[src/rtl/baud_tick_gen.sv]
// ---------------------------------------------------------------------------
// baud_tick_gen
//
// Runtime-programmable fractional baud tick generator for the terminal serial
// path. A phase accumulator (NCO) adds a rate-dependent increment every clock.
// Each carry out of the accumulator is one oversample tick. Every OVERSAMPLE-th
// oversample tick is also a bit tick. The increment for every supported rate
// is computed at elaboration, so no runtime divider is needed. The long-term
// rate error is bounded by the accumulator resolution.
//
// Rate requests are checked against the list of supported rates. While the
// generator is stopped, a valid request takes effect at once. While it is
// running, the request waits for the next bit boundary, so a character in
// flight never sees a short or doubled bit.
//
// Parameters
//   CLK_FREQ    input clock frequency in Hz
//   OVERSAMPLE  oversample ticks per bit (power of 2, 4..16)
//   ACC_W       accumulator width; resolution is 2^-ACC_W of one oversample tick
//
// Ports
//   clk          system clock
//   reset        synchronous, active-high reset
//   baud_rate    requested rate in baud (0 = stop)
//   baud_load    1-cycle strobe: sample baud_rate as a new request
//   sync         1-cycle strobe: restart the tick phase (RX start-bit alignment)
//   tick_os      1-cycle pulse at OVERSAMPLE x baud
//   tick_bit     1-cycle pulse at baud, always together with a tick_os
//   cfg_ack      1-cycle pulse when a request takes effect
//   cfg_error    1-cycle pulse when a request is rejected
//   cfg_pending  a validated request is waiting for a bit boundary
//   active_rate  rate currently in effect (0 = stopped)
// ---------------------------------------------------------------------------
module baud_tick_gen #(
  parameter int unsigned CLK_FREQ   = 25_000_000,
  parameter int unsigned OVERSAMPLE = 16,
  parameter int unsigned ACC_W      = 24
) (
  input  logic        clk,
  input  logic        reset,
  input  logic [19:0] baud_rate,
  input  logic        baud_load,
  input  logic        sync,
  output logic        tick_os,
  output logic        tick_bit,
  output logic        cfg_ack,
  output logic        cfg_error,
  output logic        cfg_pending,
  output logic [19:0] active_rate
);

  localparam int unsigned OS_W      = $clog2(OVERSAMPLE);
  localparam int          NUM_RATES = 14;
  localparam logic [OS_W-1:0] OS_LAST = OS_W'(OVERSAMPLE - 1);

  // The supported rates. Index 0 is the "stop" request.
  function automatic longint unsigned std_rate(input int idx);
    case (idx)
      0:       return 64'd0;
      1:       return 64'd300;
      2:       return 64'd600;
      3:       return 64'd1200;
      4:       return 64'd2400;
      5:       return 64'd4800;
      6:       return 64'd9600;
      7:       return 64'd19200;
      8:       return 64'd38400;
      9:       return 64'd57600;
      10:      return 64'd115200;
      11:      return 64'd230400;
      12:      return 64'd460800;
      13:      return 64'd921600;
      default: return 64'd0;
    endcase
  endfunction

  // Rounded-to-nearest phase increment for a rate. Used only on constants.
  function automatic longint unsigned calc_inc(input longint unsigned rate);
    longint unsigned num;
    num = rate * 64'(OVERSAMPLE) * (64'd1 << ACC_W);
    return (num + 64'(CLK_FREQ) / 64'd2) / 64'(CLK_FREQ);
  endfunction

  typedef enum logic [1:0] {
    ST_IDLE,
    ST_RUN,
    ST_PEND
  } state_t;

  state_t state, state_next;

  logic [NUM_RATES-1:0] rate_hit;
  logic [ACC_W-1:0]     rate_inc [NUM_RATES];

  logic             req_valid;
  logic [ACC_W-1:0] req_inc;

  logic [ACC_W-1:0] acc;
  logic [ACC_W-1:0] inc;
  logic [OS_W-1:0]  os_cnt;
  logic [ACC_W-1:0] pend_inc;
  logic [19:0]      pend_rate;

  logic             load_ok;
  logic             load_bad;
  logic             running;
  logic             take_direct;
  logic             apply_now;
  logic             stop_now;
  logic             phase_clear;
  logic [ACC_W-1:0] new_inc;
  logic [19:0]      new_rate;
  logic [ACC_W:0]   sum;
  logic             carry;

  // One comparator per supported rate. A rate whose oversample frequency
  // reaches the clock frequency cannot be generated and never matches.
  for (genvar i = 0; i < NUM_RATES; i++) begin : g_rate
    localparam longint unsigned RATE   = std_rate(i);
    localparam bit              USABLE = (RATE * 64'(OVERSAMPLE)) < 64'(CLK_FREQ);
    localparam longint unsigned INC    = calc_inc(RATE);
    assign rate_hit[i] = USABLE && (baud_rate == RATE[19:0]);
    assign rate_inc[i] = INC[ACC_W-1:0];
  end

  // Rates are distinct, so at most one comparator hits and OR-ing the
  // increments selects the matching one.
  always_comb begin
    req_valid = 1'b0;
    req_inc   = '0;
    for (int i = 0; i < NUM_RATES; i++) begin
      if (rate_hit[i]) begin
        req_valid = 1'b1;
        req_inc   = req_inc | rate_inc[i];
      end
    end
  end

  // Request handling and accumulator arithmetic. A load that arrives on the
  // same cycle as a pending switch replaces the pending request, because it
  // is the newest request.
  always_comb begin
    load_ok     = baud_load && req_valid;
    load_bad    = baud_load && !req_valid;
    running     = (state != ST_IDLE);
    take_direct = (state == ST_IDLE) && load_ok;
    apply_now   = (state == ST_PEND) && tick_bit;
    new_inc     = load_ok ? req_inc : pend_inc;
    new_rate    = load_ok ? baud_rate : pend_rate;
    stop_now    = apply_now && (new_inc == '0);
    phase_clear = sync || stop_now;
    sum         = {1'b0, acc} + {1'b0, inc};
    carry       = sum[ACC_W];
  end

  // State register.
  always_ff @(posedge clk) begin
    if (reset) begin
      state <= ST_IDLE;
    end else begin
      state <= state_next;
    end
  end

  // Next-state logic. IDLE always means the increment is zero. A request is
  // held in PEND until the bit boundary. Applying rate 0 returns to IDLE.
  always_comb begin
    state_next = state;
    case (state)
      ST_IDLE: begin
        if (load_ok && (req_inc != '0)) begin
          state_next = ST_RUN;
        end
      end
      ST_RUN: begin
        if (load_ok) begin
          state_next = ST_PEND;
        end
      end
      ST_PEND: begin
        if (apply_now) begin
          state_next = (new_inc == '0) ? ST_IDLE : ST_RUN;
        end
      end
      default: state_next = ST_IDLE;
    endcase
  end

  // Output logic derived from the state.
  always_comb begin
    cfg_pending = (state == ST_PEND);
  end

  // NCO datapath and the registered pulse outputs. A bit tick is the carry
  // that wraps os_cnt back to 0. On sync or a stop, the carry of that cycle
  // is dropped so that no tick leaks out of the old phase.
  always_ff @(posedge clk) begin
    if (reset) begin
      acc         <= '0;
      inc         <= '0;
      os_cnt      <= '0;
      pend_inc    <= '0;
      pend_rate   <= '0;
      active_rate <= '0;
      tick_os     <= 1'b0;
      tick_bit    <= 1'b0;
      cfg_ack     <= 1'b0;
      cfg_error   <= 1'b0;
    end else begin
      tick_os   <= 1'b0;
      tick_bit  <= 1'b0;
      cfg_ack   <= take_direct || apply_now;
      cfg_error <= load_bad;

      if (take_direct || apply_now) begin
        inc         <= new_inc;
        active_rate <= new_rate;
      end

      if (load_ok && running && !apply_now) begin
        pend_inc  <= req_inc;
        pend_rate <= baud_rate;
      end

      if (take_direct) begin
        acc    <= '0;
        os_cnt <= '0;
      end else if (running) begin
        if (phase_clear) begin
          acc    <= '0;
          os_cnt <= '0;
        end else begin
          acc <= sum[ACC_W-1:0];
          if (carry) begin
            os_cnt   <= os_cnt + OS_W'(1);
            tick_os  <= 1'b1;
            tick_bit <= (os_cnt == OS_LAST);
          end
        end
      end
    end
  end

endmodule
[config.mk]
export PLATFORM = sky130hd
export DESIGN_NAME = baud_tick_gen
export DESIGN_NICKNAME = d
export VERILOG_FILES = /design/src/rtl/baud_tick_gen.sv
export SDC_FILE = /design/constraint.sdc
export NUM_CORES = 1
export LEC_CHECK = 0
export ABC_AREA = 1
export BUFFER_PORTS_ARGS = -buffer_cell sky130_fd_sc_hd__buf_4
export CAP_MARGIN = 20
export CORE_MARGIN = 2
export CORE_UTILIZATION = 60
export CTS_BUF_LIST = sky130_fd_sc_hd__clkbuf_4 sky130_fd_sc_hd__clkbuf_8
export DETAILED_ROUTE_END_ITERATION = 8
export PLACE_DENSITY = 0.86
export SYNTH_ARGS = -nofsm -noshare
export SYNTH_HDL_FRONTEND = slang
export SYNTH_SLANG_ARGS = --single-unit
[constraint.sdc]
create_clock -name clk -period 7.1 [get_ports clk]
set_input_delay 0 -clock clk [delete_from_list [all_inputs] [get_ports clk]]
set_output_delay 0 -clock clk [all_outputs]
set_load 0.03 [all_outputs]
==> Word-level counts from Yosys, hierarchy flattened <==
Index checks and enable logic that the tools add are counted.
{ "op_classes": {"n_addsub": 2, "n_eq_ne": 19, "n_mux": 38, "reduce_logical": 23, "bitwise_logic": 2} }
{ "op_table": {"columns": ["op", "n"], "rows": [
  ["24-bit two-way mux", 3],
  ["20-bit by 16-bit equality test with 1-bit output, second input constant", 2],
  ["20-bit two-way mux", 2],
  ["24-bit by 24-bit adder with 25-bit output", 1],
  ["24-bit zero test", 1],
  ["24-bit nonzero test", 1],
  ["23-bit two-way mux", 1],
  ["22-bit two-way mux", 1],
  ["21-bit two-way mux", 1],
  ["20-bit by 10-bit equality test with 1-bit output, second input constant", 1],
  ["20-bit by 11-bit equality test with 1-bit output, second input constant", 1],
  ["20-bit by 12-bit equality test with 1-bit output, second input constant", 1],
  ["20-bit by 13-bit equality test with 1-bit output, second input constant", 1],
  ["20-bit by 14-bit equality test with 1-bit output, second input constant", 1],
  ["20-bit by 15-bit equality test with 1-bit output, second input constant", 1],
  ["20-bit by 17-bit equality test with 1-bit output, second input constant", 1],
  ["20-bit by 18-bit equality test with 1-bit output, second input constant", 1],
  ["20-bit by 19-bit equality test with 1-bit output, second input constant", 1],
  ["20-bit equality test, second input constant", 1],
  ["20-bit by 9-bit equality test with 1-bit output, second input constant", 1],
  ["20-bit zero test", 1],
  ["19-bit two-way mux", 1],
  ["18-bit two-way mux", 1],
  ["17-bit two-way mux", 1],
  ["26 further kinds", 56]
]} }
{ "word_totals": {"regBits": 122, "input_bits": 24, "word_cells": 95} }

==> Longest topological paths before layout <==
{ "depth": {"word_depth": 22, "mapped_depth": 25, "depth_no_buf": 23} }

==> Worst setup path before layout <==
OpenSTA, ideal clock, no wires.
{ "synth_timing": {"kind": "register to register", "start": "register acc[0]", "end": "register os_cnt[2]", "required_ps": 7028, "path_slack_ps": 4408, "arrival_time_ps": 2620, "path_stages_with_launch": 16, "path_cell_list": "dfxtp_1 -> ha_1 -> fa_1 -> nand3_1 -> nand2_1 -> a21boi_0 -> o21ai_0 -> a21oi_1 -> o21ai_0 -> a21oi_1 -> nor3_1 -> a21oi_1 -> nand3_1 -> nand2_1 -> nand2_1 -> a21oi_1"} }
{ "synth_between": {"elab_chain_cells": 3} }
{ "synth_lines": {"columns": ["item", "line_no", "text"], "rows": [
  ["from (decl)", "98", "logic [ACC_W-1:0] acc;"],
  ["from (signal assigned)", "233", "acc <= sum[ACC_W-1:0];"],
  ["24-bit by 24-bit adder with 25-bit output", "152", "sum = {1'b0, acc} + {1'b0, inc};"],
  ["2-bit nonzero test (no line)", null, null],
  ["2-bit AND reduction (no line)", null, null],
  ["to (signal assigned)", "235", "os_cnt <= os_cnt + OS_W'(1);"],
  ["to (decl)", "100", "logic [OS_W-1:0] os_cnt;"]
]} }
No other way between the ends.
A chain may end at the register's enable or synchronous reset.

==> Worst setup path after layout <==
{ "layout_timing": {"start": "input port baud_rate[2]", "end": "register pend_rate[7]"} }
{ "layout_between": {"elab_chain_cells": 18, "word_cells_on_any_way": 31, "cone_classes": "eq/ne (13); mux (14); reduce/logical (4)"} }
{ "layout_lines": {"columns": ["item", "line_no", "text"], "rows": [
  ["from (decl)", "41", "input logic [19:0] baud_rate,"],
  ["20-bit zero test", "122", "assign rate_hit[i] = USABLE && (baud_rate == RATE[19:0]);"],
  ["1-bit two-way mux (13 in a row)", "132", "if (rate_hit[i]) begin"],
  ["1-bit two-way mux *", "132", null],
  ["1-bit logical AND *", "143", "load_ok = baud_load && req_valid;"],
  ["1-bit logical AND * (2 in a row)", "220", "if (load_ok && running && !apply_now) begin"],
  ["to (signal assigned)", "222", "pend_rate <= baud_rate;"],
  ["to (decl)", "102", "logic [19:0] pend_rate;"]
]} }
Mark *: on every way between the ends. The rest lies on a longest branch, timed or not.

==> flow_summary.json <==
{
  "outcome": "complete, no violations",
  "nets": 1144,
  "io-pin-count": 49,
  "rows": 39,
  "max_cap_viol_count": 0,
  "required_ps": 7450,
  "worst_slack_ps": 2835,
  "via_count": 7027,
  "fill_cells": 961,
  "synth_mux_area_frac": 0,
  "grt_pass1_vias": 6694,
  "diodes": 0,
  "place.gp.congestion": 0.9901,
  "ys_async_sr_fraction": 0,
  "synthAdderAreaFrac": 0.04744,
  "clk_path_buf_depth": 2,
  "grt_max_degree": 68,
  "ctsResizeCount": 0,
  "die_y_microns": 112.1,
  "drt_iter0_drc": 627,
  "final_max_slew_viol_count": 0,
  "dpl.hpwl_microns": 11790,
  "cpPeakStageDelay_ps": 810,
  "hold_violations": 0,
  "vdd_ir_drop_max_mv": 0.1480,
  "min_period_ps": 4265,
  "synth_compound_area_frac": 0.1812,
  "hold_path.class": "in -> reg",
  "drive_above_1_share": 0.1364,
  "htreeDepth": 4,
  "setup_viol": 0,
  "start_util": 0.6144,
  "cts_setup_buffers": 0,
  "port_buffers": 48,
  "grt-ovfl-total": 0,
  "yosysTopAreaCell": "dfxtp_1",
  "cpMostUsedCell": "nand2_1",
  "die-area_sq_mm": 0.01257,
  "cts_tree": "built",
  "avgSynthCellArea_sq_um": 6.818,
  "synthesis.nets": 1079,
  "fin_cells": 1250,
  "critPathBufInv": 6,
  "synth-main-ff-cell": "dfxtp_1",
  "multi_input_area_sq_mm": 0.004058,
  "synth_cells": 1029,
  "critPathCaptureType": "flop",
  "numCtsBuffers": 17,
  "arrival_ps": 4620,
  "worst_path_max_delay_cell": "clkinv_1",
  "drc": 0,
  "startpoint_type": "input port",
  "antenna_found_initial": 0,
  "relSlewSlack": 0.4285,
  "ant_nets": 0,
  "rsz0062_at_grt": "false",
  "dieWidth_microns": 112.1,
  "path_max_fanout": 60,
  "synth_edf_count": 0,
  "synth_top_cells_by_area": "dfxtp_1 35%, nand2_1 15%, a21oi_1 8.1%",
  "synth-xor-area-share": 0.01873,
  "cts-root-buf": "clkbuf_8",
  "ys_warn_count": 0,
  "postPlaceCellArea_sq_mm": 0.007366,
  "netlist_area_sq_mm": 0.007015,
  "synth_top_family_by_area": "simple AND/OR/NAND/NOR gates",
  "insertion_delay_ps": 470,
  "dp_cells": 1179,
  "synth_simple_gate_area_share": 0.3296,
  "crit_path_cell_trace": "dlygate4sd3_1, buf_4, nor2_1, nand2_2, nor2_8, nand3_1, nand2_1, inv_1, nand2_1, nor2_4, nand2_8, nand2_8, nor3_4, buf_4, clkinv_1, nand2_1, a21oi_1, dlygate4sd3_1",
  "netlist_top_cells_count": "277 x nand2_1, 122 x dfxtp_1, 113 x a21oi_1",
  "regArea_sq_mm": 0.002442,
  "critical-path-top-delay-family": "buffers and inverters",
  "viasPerCell": 5.622,
  "clock_skew_ps": 12.44,
  "p_leak_nw": 3.782,
  "worst-setup-path-type": "in -> reg",
  "wl_per_cell_microns": 14.61,
  "powerDensity_mw_per_mm2": 165.0,
  "ys_ff_latch": 122,
  "routed_wl_microns": 18260,
  "tns_ps": 0,
  "core_area_sq_mm": 0.01142,
  "grt_pass1_wl_microns": 31170,
  "fin_crit_sh": 0.6007,
  "ys_seq_area_frac": 0.3481,
  "worst_pin_slew_ps": 855.3,
  "place_ws_ps": 3164,
  "synth_top_area_share": 0.3481,
  "area_growth_pct": 16.19,
  "fmax_mhz": 234.5,
  "whs_ps": 164.8,
  "design_area_sq_mm": 0.008152,
  "path_clk_slew_ps": 80,
  "grt_util_all_layers": 0.3007,
  "first_pass_iters": 7,
  "synth.most_common_cell": "nand2_1",
  "ys_types": 49,
  "cts_num_sinks": 122
}
==> final cells by class <==
class | instances | area share
well taps | 143 | 0.02195
clock inverters | 13 | 0.01504
inverters | 81 | 0.03730
flip-flops and latches | 122 | 0.2996
repair buffers | 90 | 0.09701
clock buffers | 19 | 0.03131
multi-input cells | 782 | 0.4978
==> flip-flops by register name, summed over array words and instances, names as in the netlist <==
name,flops
acc,24
active_rate,20
cfg_ack,1
cfg_error,1
inc,24
os_cnt,4
pend_inc,24
pend_rate,20
state,2
tick_bit,1
tick_os,1
==> per-layer routing <==
| metal | vias up | global-route usage | part of all wire |
|---|---|---|---|
| li1 | 3549 | - | - |
| met1 | 3214 | 0.3742 | 0.44 |
| met2 | 231 | 0.5141 | 0.49 |
| met3 | 33 | 0.07073 | 0.052 |
| met4 | 0 | 0.1016 | 0.017 |
| met5 | - | 0 | 0 |
==> kinds of logic (layout without fill, tap and decap cells) <==
| logic type | count (synthesis) | after routing |
|---|---|---|
| XOR/XNOR | 15 | 15 |
| buffers and inverters | 125 | 203 |
| AO/OA/AOI/OAI | 237 | 237 |
| flip-flops | 122 | 122 |
| adder cells (fa/ha/maj) | 26 | 26 |
| AND/OR/NAND/NOR | 504 | 504 |
==> tightest hold or removal path, cell delays in order <==
cell and delay, ps:
buf_4 80, nor2_2 40, nand2_2 140, nor2_8 100, nand3_2 140, a21oi_1 80
==> power breakdown <==
group	internal, W	total, W	switching [W]	leakage (nW)
clock	0.000291	0.000597	0.000307	0.182
sequential	0.000684	0.000684	0.0000000849	0.982
combinational	0.0000246	0.0000634	0.0000389	2.62
total	0.000999	0.00134	0.000346	3.78
==> what timing repair did <==
item,CTS,global route
hold buffers,38,0
endpoints found under the setup margin,0,0
hold endpoints to repair,51,0
==> metrics by stage <==
stage	total power, W	util
after floorplan	0.0007270	-
after global placement	0.0007500	0.6451
after detailed placement	0.0007506	0.6451
after CTS	0.001343	0.7115
after global routing	0.001384	0.7139
final	0.001345	0.7139
==> cell usage in the layout, fill, tap and decap left out, types with 3 or more instances in the layout <==
cell	n
clkinvlp_4	4
inv_1	67
xor2_1	8
o21ai_1	4
inv_2	12
xnor2_1	7
or2_2	7
nand2_1	276
dlygate4sd3_1	38
nand3_2	12
dfxtp_1	122
nor2_1	98
o21ai_0	80
nor2_4	4
a21oi_1	113
nand3_1	52
o21ai_2	3
a21oi_2	5
nor3_1	10
clkbuf_8	18
clkinv_4	5
buf_4	51
nand2_2	8
ha_1	25
nor2_2	6
nand4_1	14
a31oi_1	23
nor4_1	3
==> path summary, 6_finish.rpt <==
| path | startpoint | to | slack [ps] | cells past startpoint |
|---|---|---|---|---|
| worst min register to register | pend_rate[0] | pend_rate[0] | 440 | 2 |
| worst max register to register | acc[0] | os_cnt[3] | 3650 | 15 |
| worst max-delay path | baud_rate[2] | pend_rate[7] | 2840 | 18 |
| worst min-delay path | baud_rate[1] | pend_inc[22] | 160 | 6 |
Power figures use the tool's default switching activity.
